==> src/rtl/lcd_power_on_pkg.sv <==
// Shared definitions for the 4-bit LCD power-on sequencer: timing defaults
// (cycles at 50 MHz), the power-on nibble constants and the FSM encoding.
package lcd_power_on_pkg;

  // Power-on timing defaults in clock cycles.
  localparam int T_PWR_DEF    = 750000; // 15 ms
  localparam int T_SETUP_DEF  = 2;
  localparam int T_E_HIGH_DEF = 12;     // 240 ns
  localparam int T_GAP0_DEF   = 205000; // 4.1 ms
  localparam int T_GAP1_DEF   = 5000;   // 100 us
  localparam int T_GAP2_DEF   = 2000;   // 40 us
  localparam int T_GAP3_DEF   = 2000;   // 40 us
  localparam int CNT_W_DEF    = 20;

  // Command timings used by lcd_control after the handoff.
  localparam int T_CMD_SHORT  = 2078;
  localparam int T_CMD_LONG   = 82000;

  localparam logic [3:0] NIB_WAKE   = 4'h3;
  localparam logic [3:0] NIB_4BIT   = 4'h2;
  localparam logic [3:0] NIB_IDLE   = 4'h0;

  typedef enum logic [2:0] {
    IDLE     = 3'd0,
    WAIT_PWR = 3'd1,
    SETUP    = 3'd2,
    PULSE    = 3'd3,
    GAP      = 3'd4,
    DONE     = 3'd5
  } state_t;

  // Power-on nibble for write index 0..3: three wake-ups, then the switch to 4-bit mode.
  function automatic logic [3:0] pwr_nibble(input logic [1:0] idx);
    logic [3:0] nib;
    case (idx)
      2'd0:    nib = NIB_WAKE;
      2'd1:    nib = NIB_WAKE;
      2'd2:    nib = NIB_WAKE;
      2'd3:    nib = NIB_4BIT;
      default: nib = NIB_IDLE;
    endcase
    return nib;
  endfunction

endpackage

==> src/rtl/lcd_power_on.sv <==
// LCD power-on initialization sequencer: writes 0x3, 0x3, 0x3, 0x2 with the
// mandated delays, then raises a sticky init_done for lcd_control.
module lcd_power_on
  import lcd_power_on_pkg::*;
#(
  parameter int T_PWR    = T_PWR_DEF,
  parameter int T_SETUP  = T_SETUP_DEF,
  parameter int T_E_HIGH = T_E_HIGH_DEF,
  parameter int T_GAP0   = T_GAP0_DEF,
  parameter int T_GAP1   = T_GAP1_DEF,
  parameter int T_GAP2   = T_GAP2_DEF,
  parameter int T_GAP3   = T_GAP3_DEF,
  parameter int CNT_W    = CNT_W_DEF
) (
  input  logic       clk,
  input  logic       reset,
  input  logic       start,
  output logic [3:0] sf_d,
  output logic       lcd_e,
  output logic       busy,
  output logic       init_done
);

  localparam logic [CNT_W-1:0] CNT_ZERO  = {CNT_W{1'b0}};
  localparam logic [CNT_W-1:0] CNT_ONE   = {{(CNT_W-1){1'b0}}, 1'b1};
  localparam logic [CNT_W-1:0] LD_PWR    = CNT_W'(T_PWR - 1);
  localparam logic [CNT_W-1:0] LD_SETUP  = CNT_W'(T_SETUP - 1);
  localparam logic [CNT_W-1:0] LD_E_HIGH = CNT_W'(T_E_HIGH - 1);

  state_t           state_r;
  state_t           state_s;
  logic [CNT_W-1:0] cnt_r;
  logic [CNT_W-1:0] cnt_s;
  logic [1:0]       idx_r;
  logic [1:0]       idx_s;
  logic [3:0]       sf_d_s;
  logic             lcd_e_s;
  logic             busy_s;
  logic             init_done_s;

  // Gap length after write idx, as a counter reload value.
  function automatic logic [CNT_W-1:0] gap_load(input logic [1:0] idx);
    logic [CNT_W-1:0] ld;
    case (idx)
      2'd0:    ld = CNT_W'(T_GAP0 - 1);
      2'd1:    ld = CNT_W'(T_GAP1 - 1);
      2'd2:    ld = CNT_W'(T_GAP2 - 1);
      2'd3:    ld = CNT_W'(T_GAP3 - 1);
      default: ld = CNT_W'(T_GAP3 - 1);
    endcase
    return ld;
  endfunction

  // Next-state, counter and write-index decode; each timed state loads N-1 on entry.
  always_comb begin
    state_s = state_r;
    cnt_s   = cnt_r;
    idx_s   = idx_r;
    case (state_r)
      IDLE: begin
        if (start) begin
          state_s = WAIT_PWR;
          cnt_s   = LD_PWR;
          idx_s   = 2'd0;
        end else begin
          state_s = IDLE;
          cnt_s   = CNT_ZERO;
          idx_s   = 2'd0;
        end
      end
      WAIT_PWR: begin
        if (cnt_r == CNT_ZERO) begin
          state_s = SETUP;
          cnt_s   = LD_SETUP;
          idx_s   = 2'd0;
        end else begin
          cnt_s = cnt_r - CNT_ONE;
        end
      end
      SETUP: begin
        if (cnt_r == CNT_ZERO) begin
          state_s = PULSE;
          cnt_s   = LD_E_HIGH;
        end else begin
          cnt_s = cnt_r - CNT_ONE;
        end
      end
      PULSE: begin
        if (cnt_r == CNT_ZERO) begin
          state_s = GAP;
          cnt_s   = gap_load(idx_r);
        end else begin
          cnt_s = cnt_r - CNT_ONE;
        end
      end
      GAP: begin
        if (cnt_r != CNT_ZERO) begin
          cnt_s = cnt_r - CNT_ONE;
        end else if (idx_r == 2'd3) begin
          state_s = DONE;
          cnt_s   = CNT_ZERO;
        end else begin
          state_s = SETUP;
          cnt_s   = LD_SETUP;
          idx_s   = idx_r + 2'd1;
        end
      end
      DONE: begin
        state_s = DONE;
        cnt_s   = CNT_ZERO;
      end
      default: begin
        state_s = IDLE;
        cnt_s   = CNT_ZERO;
        idx_s   = 2'd0;
      end
    endcase
  end

  // Pin values for the coming cycle, decoded from the next state so the pins are plain flops.
  always_comb begin
    sf_d_s      = NIB_IDLE;
    lcd_e_s     = 1'b0;
    busy_s      = 1'b0;
    init_done_s = 1'b0;
    case (state_s)
      IDLE: begin
        busy_s = 1'b0;
      end
      WAIT_PWR: begin
        busy_s = 1'b1;
      end
      SETUP: begin
        sf_d_s = pwr_nibble(idx_s);
        busy_s = 1'b1;
      end
      PULSE: begin
        sf_d_s  = pwr_nibble(idx_s);
        lcd_e_s = 1'b1;
        busy_s  = 1'b1;
      end
      GAP: begin
        sf_d_s = pwr_nibble(idx_s);
        busy_s = 1'b1;
      end
      DONE: begin
        init_done_s = 1'b1;
      end
      default: begin
        busy_s = 1'b0;
      end
    endcase
  end

  // State, counter, index and registered pin outputs; reset clears lcd_e immediately.
  always_ff @(posedge clk or negedge reset) begin
    if (!reset) begin
      state_r   <= IDLE;
      cnt_r     <= CNT_ZERO;
      idx_r     <= 2'd0;
      sf_d      <= NIB_IDLE;
      lcd_e     <= 1'b0;
      busy      <= 1'b0;
      init_done <= 1'b0;
    end else begin
      state_r   <= state_s;
      cnt_r     <= cnt_s;
      idx_r     <= idx_s;
      sf_d      <= sf_d_s;
      lcd_e     <= lcd_e_s;
      busy      <= busy_s;
      init_done <= init_done_s;
    end
  end

endmodule
==> config.mk <==
export PLATFORM = sky130hd
export DESIGN_NAME = lcd_power_on
export DESIGN_NICKNAME = d
export VERILOG_FILES = /design/src/rtl/lcd_power_on_pkg.sv /design/src/rtl/lcd_power_on.sv
export SDC_FILE = /design/constraint.sdc
export NUM_CORES = 1
export LEC_CHECK = 0
export ABC_AREA = 1
export CORE_MARGIN = 10
export CORE_UTILIZATION = 45
export CTS_BUF_LIST = sky130_fd_sc_hd__clkbuf_8
export CTS_CLUSTER_DIAMETER = 120
export CTS_CLUSTER_SIZE = 14
export DETAILED_ROUTE_END_ITERATION = 10
export HOLD_SLACK_MARGIN = 0.15
export PLACE_DENSITY = 0.65
export SLEW_MARGIN = 0
export SYNTH_ARGS = -nofsm -noshare
export SYNTH_HDL_FRONTEND = slang
export SYNTH_SLANG_ARGS = --single-unit
==> constraint.sdc <==
create_clock -name clk -period 1.9 [get_ports clk]
set_clock_uncertainty 0.1 [all_clocks]
set_input_delay 0.57 -clock clk [delete_from_list [all_inputs] [get_ports clk]]
set_output_delay 0.57 -clock clk [all_outputs]
set_load 0.005 [all_outputs]
==> reports/qor.txt <==
H-tree depth: 2
Pre-Repair DR Iteration Count: 6
min Tclk post-route: 1.81 ns
I/O pin total: 10
status: complete, no violations
hold_ws: 0.474 ns
DIE AREA: 7040 sq um
synthesized cell area: 1840 sq um
die height: 83.9 microns
Worst EP required: 1.97 ns
clock share of power: 42.0%
max-cap violations: 0
Yosys warnings: 0
Hold-fix buffers, CTS: 0
commonest non-fill, non-tap cells in the layout: 37 x nand2_1, 30 x dfrtp_1, 29 x nor2_1
Final Slew Violations: 0
r2r startpoint: state_r[1]
LEAKAGE: 0.00111 uW
gr usage total: 12.3%
R2R Setup Slk: 0.09 ns
Wirelength per Cell: 13.3 microns
vias per cell: 4.99
area delta synth->final: 27.3%
commonest non-fill, non-tap cell in the layout: nand2_1
CP max-delay cell: dfrtp_1
Slowest Stage Delay on Critical Path: 0.41 ns
Post-Synth Simple-Gate Area: 30.8%
fraction of layout cells with a size suffix above 1: 30.6%
Routed Antenna Nets: 0
via count: 1586
Startpoint Class: register
Num CTS Buffers: 5
PD cells: 487 nW/um^2
worst path cell trace: inv_2, nor2_4, inv_2, nor2_1, inv_1, nand3_1, a21oi_2, buf_4, o31ai_1
worst skew pair latency: 0.28 ns
Detail Placement HPWL: 3.16 mm
sequential share of power: 56.1%
Port Buffer Count: 7
Hold Fails Final Rpt: 0
Compound-Gate Fraction of Synth Area: 13.3%
Post-Synth Adder-Cell Area: 0.681%
Layout Nets: 272
routed wire length: 4.24 mm
Crit. Startpoint: state_r[1]
DR DRC count: 0
Peak VDD IR: 402 uV
end point of the critical path: cnt_r[16]
multiplexer area fraction after synthesis: 0%
xor and xnor fraction of the mapped netlist area: 6.20%
initial detailed-routing violation count: 82
Hold Crit Class: reg -> reg
synthesized instance count: 226
main combinational cell family by area after synthesis: simple AND/OR/NAND/NOR gates
Seq/Total Area, Yosys: 40.9%
Setup crit end kind: register
global-route wire length before repair: 7.18 mm
clock sink total: 30
largest cells by area after synthesis: dfrtp_1 41%, nand2_1 8.2%, nor2_1 6.9%, inv_1 4.5%, xor2_1 3.3%
CTS tree: built
CP arrival: 1.88 ns
WS Path Type: reg -> reg
crit-path max FO: 7
Remaining Overflow, GRT: 0
initial antenna violation count: 0
fillcell total: 362
top cell type's share of synthesized area: 40.9%
Die X: 83.9 microns
Seq cells post-synth: 30
final worst-path cycle share: 95.3%
Bufs on Longest Clock Path: 2
vias in the first global route: 1580
cell mode on critical path: inv_2
cell taking the most area after synthesis: dfrtp_1
Rows: 23
largest net degree at the start of global routing: 31
gpl congestion: 0.945
Sw Share: 21.7%
Crit Reg-Reg Endpoint: cnt_r[16]
Syn Area/Cell: 8.13 sq um
Max Clk Rate: 0.553 GHz
core area: 3970 sq um
Logic pwr share: 1.9%
RSZ-0062 raised after global routing: yes
Internal: 892 uW
Psw: 248 uW
final worst slack: 0.0901 ns
CTS Root Cell: clkbuf_8
Tot Pwr: 1140 uW
clk slew on worst S/H paths: 0.06 ns
Worst Reg2Reg Path Length in Cells: 9
Setup-failing EPs final: 0
post-synth cell types: 38
ANT cells: 0
pre-CTS WS: 0.0296 ns
Initial Util: 46.3%
[through the flow]
step	util [%]	area (sq um)	std cells	TNS, ns
3_3_place_gp	53.8	2140	305	0
5_1_grt	58.9	2340	318	-0.160
2_1_floorplan	-	1840	227	0
4_1_cts	55.8	2210	312	0
6_report	58.9	2340	318	0
3_5_place_dp	53.8	2140	305	0
[synth_stat cells (all sizes together)]
cell type and number:
inv 29, o31ai 3, xnor2 6, nor2 44
and3 1, o21bai 1, o22ai 1, a21oi 11
or2 2, conb 1, ha 1, o211ai 2
nand3 14, a32o 1, nand2 44, nor3 5
a211oi 1, a31oi 1, nand4 2, o21ai 14
xor2 7, dfrtp 30, o21a 1, buf 4
[final cells by class]
type,count,area (sq um),area share [%]
repair buffers,37,312,13.3
flip-flops and latches,30,751,32.1
clock inverters,2,10.0,0.428
multi-input cells,165,1030,43.9
inverters,29,109,4.65
well taps,50,62.6,2.68
clock buffers,5,68.8,2.94
[power groups by stage]
stage | Clock, uW | Combinational (uW) | Sequential (uW)
floorplan | 0 | 3.84 | 651
global placement | 0 | 22.9 | 651
detailed placement | 0 | 23.0 | 651
CTS | 491 | 23.0 | 639
global route | 515 | 25.4 | 638
finish | 479 | 21.8 | 639
[critical path, delay by kind of cell, from the launching register on]
family / cells / cell delay, ns
AO/OA/AOI/OAI: 2 / 0.33
buffers and inverters: 4 / 0.42
flip-flops: 1 / 0.41
AND/OR/NAND/NOR: 3 / 0.42
[what timing repair did]
item | CTS | global route
gates resized for setup | 0 | 20
setup buffers | 0 | 5
endpoints found under the setup margin | 0 | 14
[worst min-delay path by stage]
stage | startpoint | end | cells after the start
floorplan | reset | busy | 0
global placement | cnt_r[15] | cnt_r[15] | 2
detailed placement | cnt_r[15] | cnt_r[15] | 2
CTS | cnt_r[15] | cnt_r[15] | 2
global route | cnt_r[19] | cnt_r[19] | 2
finish | cnt_r[15] | cnt_r[15] | 2
[routing by layer]
metal  track usage, %  up-vias  part of all wire, %
li1                 -      807                    -
met1             14.4      742                   46
met2             20.1       28                   48
met3             3.13        9                  4.2
met4             6.39        0                  1.9
met5                0        -                    0
[registers in the layout (all words and copies together) (netlist names)]
signal / count
busy: 1
cnt_r: 20
idx_r: 2
init_done: 1
lcd_e: 1
sf_d: 2
state_r: 3
[kinds of logic after synthesis]
logic type | after synthesis
compound gates | 36
xor+xnor | 13
buf+inv | 33
other cells | 1
fa+ha+maj | 1
simple gates | 112
flops | 30
Power figures use the tool's default switching activity.
